<file path="config.mk">
export PLATFORM = sky130hd
export DESIGN_NAME = mod_n_pwm_generator_flat
export DESIGN_NICKNAME = d
export VERILOG_FILES = /design/src/rtl/mod_n_pwm_generator_if.sv /design/src/rtl/mod_n_pwm_generator.sv /design/src/flat_wrapper.sv
export SDC_FILE = /design/constraint.sdc
export NUM_CORES = 1
export LEC_CHECK = 0
export ABC_AREA = 1
export BUFFER_PORTS_ARGS = -buffer_cell sky130_fd_sc_hd__buf_2
export CORE_UTILIZATION = 45
export CTS_CLUSTER_SIZE = 14
export DETAILED_ROUTE_END_ITERATION = 10
export PLACE_DENSITY = 0.63
export SLEW_MARGIN = 25
export SYNTH_ARGS = -nofsm -noshare
export SYNTH_HDL_FRONTEND = slang
export SYNTH_SLANG_ARGS = --single-unit
</file>
<file path="constraint.sdc">
create_clock -name clock -period 2.3 [get_ports clock]
set_clock_uncertainty 0.05 [all_clocks]
set_input_delay 0.345 -clock clock [delete_from_list [all_inputs] [get_ports clock]]
set_output_delay 0.345 -clock clock [all_outputs]
set_load 0.05 [all_outputs]
</file>
<file path="src/rtl/mod_n_pwm_generator_if.sv">
// Duty-cycle load handshake between a duty source and the PWM generator.
// The source offers duty_in with duty_valid; the generator answers with
// duty_ready, which is high whenever its single-entry duty buffer is empty.
interface mod_n_pwm_generator_if #(
  parameter int N = 4
);

  logic [N:0] duty_in;
  logic       duty_valid;
  logic       duty_ready;

  // Duty source side
  modport master (
    output duty_in,
    output duty_valid,
    input  duty_ready
  );

  // PWM generator side
  modport slave (
    input  duty_in,
    input  duty_valid,
    output duty_ready
  );

endinterface

</file>
<file path="src/rtl/mod_n_pwm_generator.sv">
// PWM generator driven by the free-running count of an upstream modulo-MOD
// counter. A wrap of the count (non-zero -> zero) marks a period boundary.
// Duty values are double-buffered: an accepted value waits in pend_duty and
// is promoted to active_duty only at a wrap, so every emitted period uses a
// single duty value. Start and stop are aligned to period boundaries.
module mod_n_pwm_generator #(
  parameter int N   = 4,
  parameter int MOD = 16
) (
  input  logic                        clock,
  input  logic                        clear,
  input  logic [N-1:0]                q_in,
  input  logic                        enable,
  mod_n_pwm_generator_if.slave        duty_if,
  output logic                        pwm_out,
  output logic                        period_tick,
  output logic                        running
);

  // Duty saturation value; MOD <= 2^N always fits in N+1 bits.
  localparam logic [N:0] MOD_W = (N+1)'(MOD);

  typedef enum logic [1:0] {
    IDLE     = 2'd0,
    ARMED    = 2'd1,
    RUN      = 2'd2,
    STOPPING = 2'd3
  } state_t;

  state_t     state;
  state_t     state_nxt;

  logic [N-1:0] prev_q;
  logic         prev_valid;
  logic         pending;
  logic [N:0]   pend_duty;
  logic [N:0]   active_duty;

  logic         wrap;
  logic         accept;
  logic [N:0]   duty_clamped;
  logic [N:0]   eff_duty;
  logic         driving_nxt;
  logic         tick_nxt;
  logic         pwm_nxt;

  // The buffer takes a new value only while empty.
  assign duty_if.duty_ready = !pending;

  // Period-boundary detect, duty intake qualification and the duty that
  // governs this cycle's compare (a wrap promotes the pending value at once).
  always_comb begin
    wrap         = prev_valid && (q_in == '0) && (prev_q != '0);
    accept       = duty_if.duty_valid && !pending;
    duty_clamped = (duty_if.duty_in > MOD_W) ? MOD_W : duty_if.duty_in;
    eff_duty     = (wrap && pending) ? pend_duty : active_duty;
  end

  // Next-state logic and next values of the registered outputs.
  always_comb begin
    // NOTE: every signal assigned in this block gets a default first, so no
    // path leaves a value unassigned and no latch is inferred.
    state_nxt   = state;
    driving_nxt = 1'b0;
    tick_nxt    = 1'b0;
    pwm_nxt     = 1'b0;

    unique case (state)
      IDLE: begin
        if (enable) state_nxt = ARMED;
      end
      ARMED: begin
        if (!enable)   state_nxt = IDLE;
        else if (wrap) state_nxt = RUN;
      end
      RUN: begin
        if (!enable) state_nxt = STOPPING;
      end
      STOPPING: begin
        if (enable)    state_nxt = RUN;
        else if (wrap) state_nxt = IDLE;
      end
      default: state_nxt = IDLE;
    endcase

    driving_nxt = (state_nxt == RUN) || (state_nxt == STOPPING);
    tick_nxt    = wrap && enable && (state != IDLE);
    pwm_nxt     = driving_nxt && ({1'b0, q_in} < eff_duty);
  end

  // State register, wrap-detect history, duty buffers and registered outputs.
  always_ff @(posedge clock) begin
    // NOTE: state is updated with non-blocking assignments so every register
    // samples values from before this edge, regardless of statement order.
    if (clear) begin
      state       <= IDLE;
      prev_q      <= '0;
      prev_valid  <= 1'b0;
      pending     <= 1'b0;
      pend_duty   <= '0;
      active_duty <= '0;
      pwm_out     <= 1'b0;
      period_tick <= 1'b0;
      running     <= 1'b0;
    end else begin
      state      <= state_nxt;
      prev_q     <= q_in;
      prev_valid <= 1'b1;

      if (accept) begin
        pend_duty <= duty_clamped;
        pending   <= 1'b1;
      end else if (wrap && pending) begin
        active_duty <= pend_duty;
        pending     <= 1'b0;
      end

      pwm_out     <= pwm_nxt;
      period_tick <= tick_nxt;
      running     <= driving_nxt;
    end
  end

endmodule

</file>
<file path="src/flat_wrapper.sv">
// flat-port wrapper written by rule: the top's interface ports become plain ports
module mod_n_pwm_generator_flat 
#(
  parameter int N   = 4,
  parameter int MOD = 16
)
  (clock, clear, q_in, enable, pwm_out, period_tick, running, duty_if_duty_in, duty_if_duty_valid, duty_if_duty_ready);
  mod_n_pwm_generator_if #(.N(N)) duty_if_i ();
  input  logic clock;
  input  logic clear;
  input  logic [N-1:0] q_in;
  input  logic enable;
  output logic pwm_out;
  output logic period_tick;
  output logic running;
  input wire logic [$bits(duty_if_i.duty_in)-1:0] duty_if_duty_in;
  input wire logic [$bits(duty_if_i.duty_valid)-1:0] duty_if_duty_valid;
  output wire logic [$bits(duty_if_i.duty_ready)-1:0] duty_if_duty_ready;
  assign duty_if_i.duty_in = duty_if_duty_in;
  assign duty_if_i.duty_valid = duty_if_duty_valid;
  assign duty_if_duty_ready = duty_if_i.duty_ready;
  mod_n_pwm_generator #(.N(N), .MOD(MOD)) u_core (.clock(clock), .clear(clear), .q_in(q_in), .enable(enable), .duty_if(duty_if_i), .pwm_out(pwm_out), .period_tick(period_tick), .running(running));
endmodule
</file>
==> qor.txt <==
Status -> finished, final reports clean
DP HPWL -> 1180 um
Root Driver -> clkbuf_4
Hold depth -> 3
Distinct cells, synth -> 21
Min-Delay Path Class -> primary input to flop
Hold EP -> u_core.prev_q[0]
Crit. End Element -> flop
N_diodes -> 0
Layout Area Growth over Synthesis -> 15.4%
Fill cell count -> 189
Clock share of power -> 27.4%
Post-CTS setup buffers -> 0
Clock transition at path regs -> 110 ps
Lkg Pwr -> 0.000499 uW
GRT Total Usage -> 17.4%
H-tree levels -> 1
DR WL/cell -> 10.1 um
Crit-path max FO -> 6
Die H -> 45.9 um
Die ar. -> 0.00211 mm2
Worst Path Buf+Inv -> 0
Least-Margin Pin Slew -> 262 ps
Reg-to-Reg Start -> u_core.prev_q[3]
Starting Density -> 49.1%
Largest net degree at the start of global routing -> 15
Vias in the first global route -> 630
Final Util -> 56.7%
# setup viols final -> 0
Reg power frac -> 62.0%
Nets@finish -> 143
Die width -> 45.9 um
Antenna violations before repair -> 0
Switching portion of total power -> 24.3%
Port Buffers -> 16
Num CTS Buffers -> 3
Worst EP required -> 2490 ps
Max-cap violation count -> 0
Crit path depth -> 9
Commonest non-fill, non-tap cell in the layout -> dfxtp_1
Logic pwr share -> 10.5%
Gr ovfl total -> 0
Core Footprint -> 0.00176 mm2
Pre-antenna DRT Iters -> 4
Slowest-stage cell, CP -> dfxtp_1
DR DRC count -> 0
Highest clock rate -> 561 MHz
Share of cells above drive strength 1 -> 26.2%
Final hold vios -> 0
I/O pin count -> 17
Pwr dens -> 617 mW/mm2
Mapped cell area -> 867 um2
Largest cells by area after synthesis -> dfxtp_1, nor2_1, nand2_1
Unrepaired setup endpoints after global routing -> false
Net switching power -> 150 uW
Syn Nets -> 123
Detail Route Antenna Nets -> 0
Placer's final routability congestion estimate -> 0.711
Synthesis-stage register bit count -> 21
Total number of vias -> 708
Worst hold start -> q_in[0]
Internal Power -> 467 uW
Reg2Reg Depth -> 9
Vias per inst -> 4.69
CTS tree -> built
Period Utilization, post-route -> 77.5%
Seq/Total Area, Yosys -> 48.5%
Post-Syn Instances -> 107
Crit path launch type -> flop
Setup tns final -> 0 ps
Worst-skew pair later-pin latency -> 290 ps
Area share of the largest cell type after synthesis -> 48.5%
Delay-heaviest family, CP -> simple AND/OR/NAND/NOR gates
Slew margin rel. -> 82.0%
Type of the worst setup path -> flop to flop
Peak VDD IR -> 0.381 mV
Yosys top cell by area -> dfxtp_1
Initial detailed-routing violation count -> 4
Synth warnings -> 0
Period minus WS final -> 1780 ps
Max Slew Vio Count -> 0
Reg-to-reg setup timing slack -> 520 ps
Floorplan row count -> 15
Clock Tree Buf Depth -> 2
Critical Path Max Stage Delay -> 320 ps
Post-CTS Hold Buffers -> 0
Post_cts resized -> 0
Critical Path AT -> 1970 ps
Avg Cell Area, Syn -> 8.10 um2
Drt total wl -> 1530 um
Commonest cells after routing, fill and taps aside -> dfxtp_1, nor2_1, buf_2, nand2_1, inv_1
Reg-to-Reg End -> u_core.pwm_out
Cell Chain, Critical Path -> nor2_1 -> nand2_1 -> nand3_4 -> mux2i_1 -> ha_1 -> a21o_1 -> nand3_1 -> nand3_1 -> nor2_1
Global-route wire length before repair -> 2580 um
CTS sink cnt -> 21
## cell families (layout without fill, tap and decap cells)
family | count (synthesis) | count (layout) | share of synthesized area [%]
and+or+nand+nor | 48 | 48 | 27.3
buffers and inverters | 18 | 37 | 7.79
adders and majority gates | 3 | 3 | 4.33
DFF | 21 | 21 | 48.5
muxes | 3 | 3 | 3.46
AOI/OAI and AO/OA | 14 | 14 | 8.66
## synthesized netlist by cell type
master and instances:
inv_2 6, o21ai_0 3, o211ai_1 1, a21oi_1 6
inv_1 11, nand3_2 1, nor2_2 1, dfxtp_1 21
nand2_1 14, or3_1 1, a21o_1 1, nand2_2 4
nor2_4 1, o21ai_1 3, nand4_1 2, clkbuf_1 1
mux2i_1 3, nor2_1 16, nand3_4 1, nand3_1 7
ha_1 3
## final cells by class
type                       count  area (um2)  share of cell area (%)
multi-input combinational     68         379                    37.9
clock buffer                   4        26.3                    2.63
inverter                      17        63.8                    6.38
timing repair buffer          16        80.1                    8.00
tap                           25        31.3                    3.13
sequential                    21         420                    42.0
## per-stage QoR
step	std cells	area, um2	power (uW)	setup slack [ps]	hold slack (ps)
after global routing	151	1000	651	360	215
final	151	1000	618	517	232
after global placement	147	975	456	438	408
after CTS	151	1000	626	495	221
after floorplan	107	867	433	647	364
after detailed placement	147	975	457	403	420
## worst max-delay path by stage
stage / from / endpoint / slack, ps
after floorplan: q_in[3] / u_core.pwm_out / 650
after global placement: q_in[3] / u_core.pwm_out / 440
after detailed placement: q_in[3] / u_core.pwm_out / 400
after CTS: u_core.prev_q[3] / u_core.pwm_out / 490
after global routing: u_core.prev_q[3] / u_core.pwm_out / 360
final: u_core.prev_q[3] / u_core.pwm_out / 520
## registers in the layout, indices dropped and copies added, names as in the netlist
register and count:
u_core.state 2, u_core.period_tick 1, u_core.prev_q 4, u_core.pend_duty 5, u_core.pwm_out 1, u_core.active_duty 5
u_core.prev_valid 1, u_core.running 1, u_core.pending 1
## per-layer routing
layer,part of all wire [%],wire length (um),track usage [%],vias up
met4,1.1,17,5.29,0
met5,0,0,0,-
met3,3.5,54,3.97,2
li1,-,-,-,382
met1,45,686,20.7,311
met2,50,773,30.7,13
## power groups by stage
stage                     clock (uW)  sequential [uW]  combinational, uW
after floorplan                    0              390               42.4
after global placement             0              392               64.1
after detailed placement           0              392               65.0
after CTS                        177              384               65.4
after global routing             192              385               74.5
final                            170              383               65.0
## worst min-delay path, cell delays in order
cell    delay [ps]
buf_2          110
inv_2           50
nor2_1          30
(Power assumes the default switching activity.)
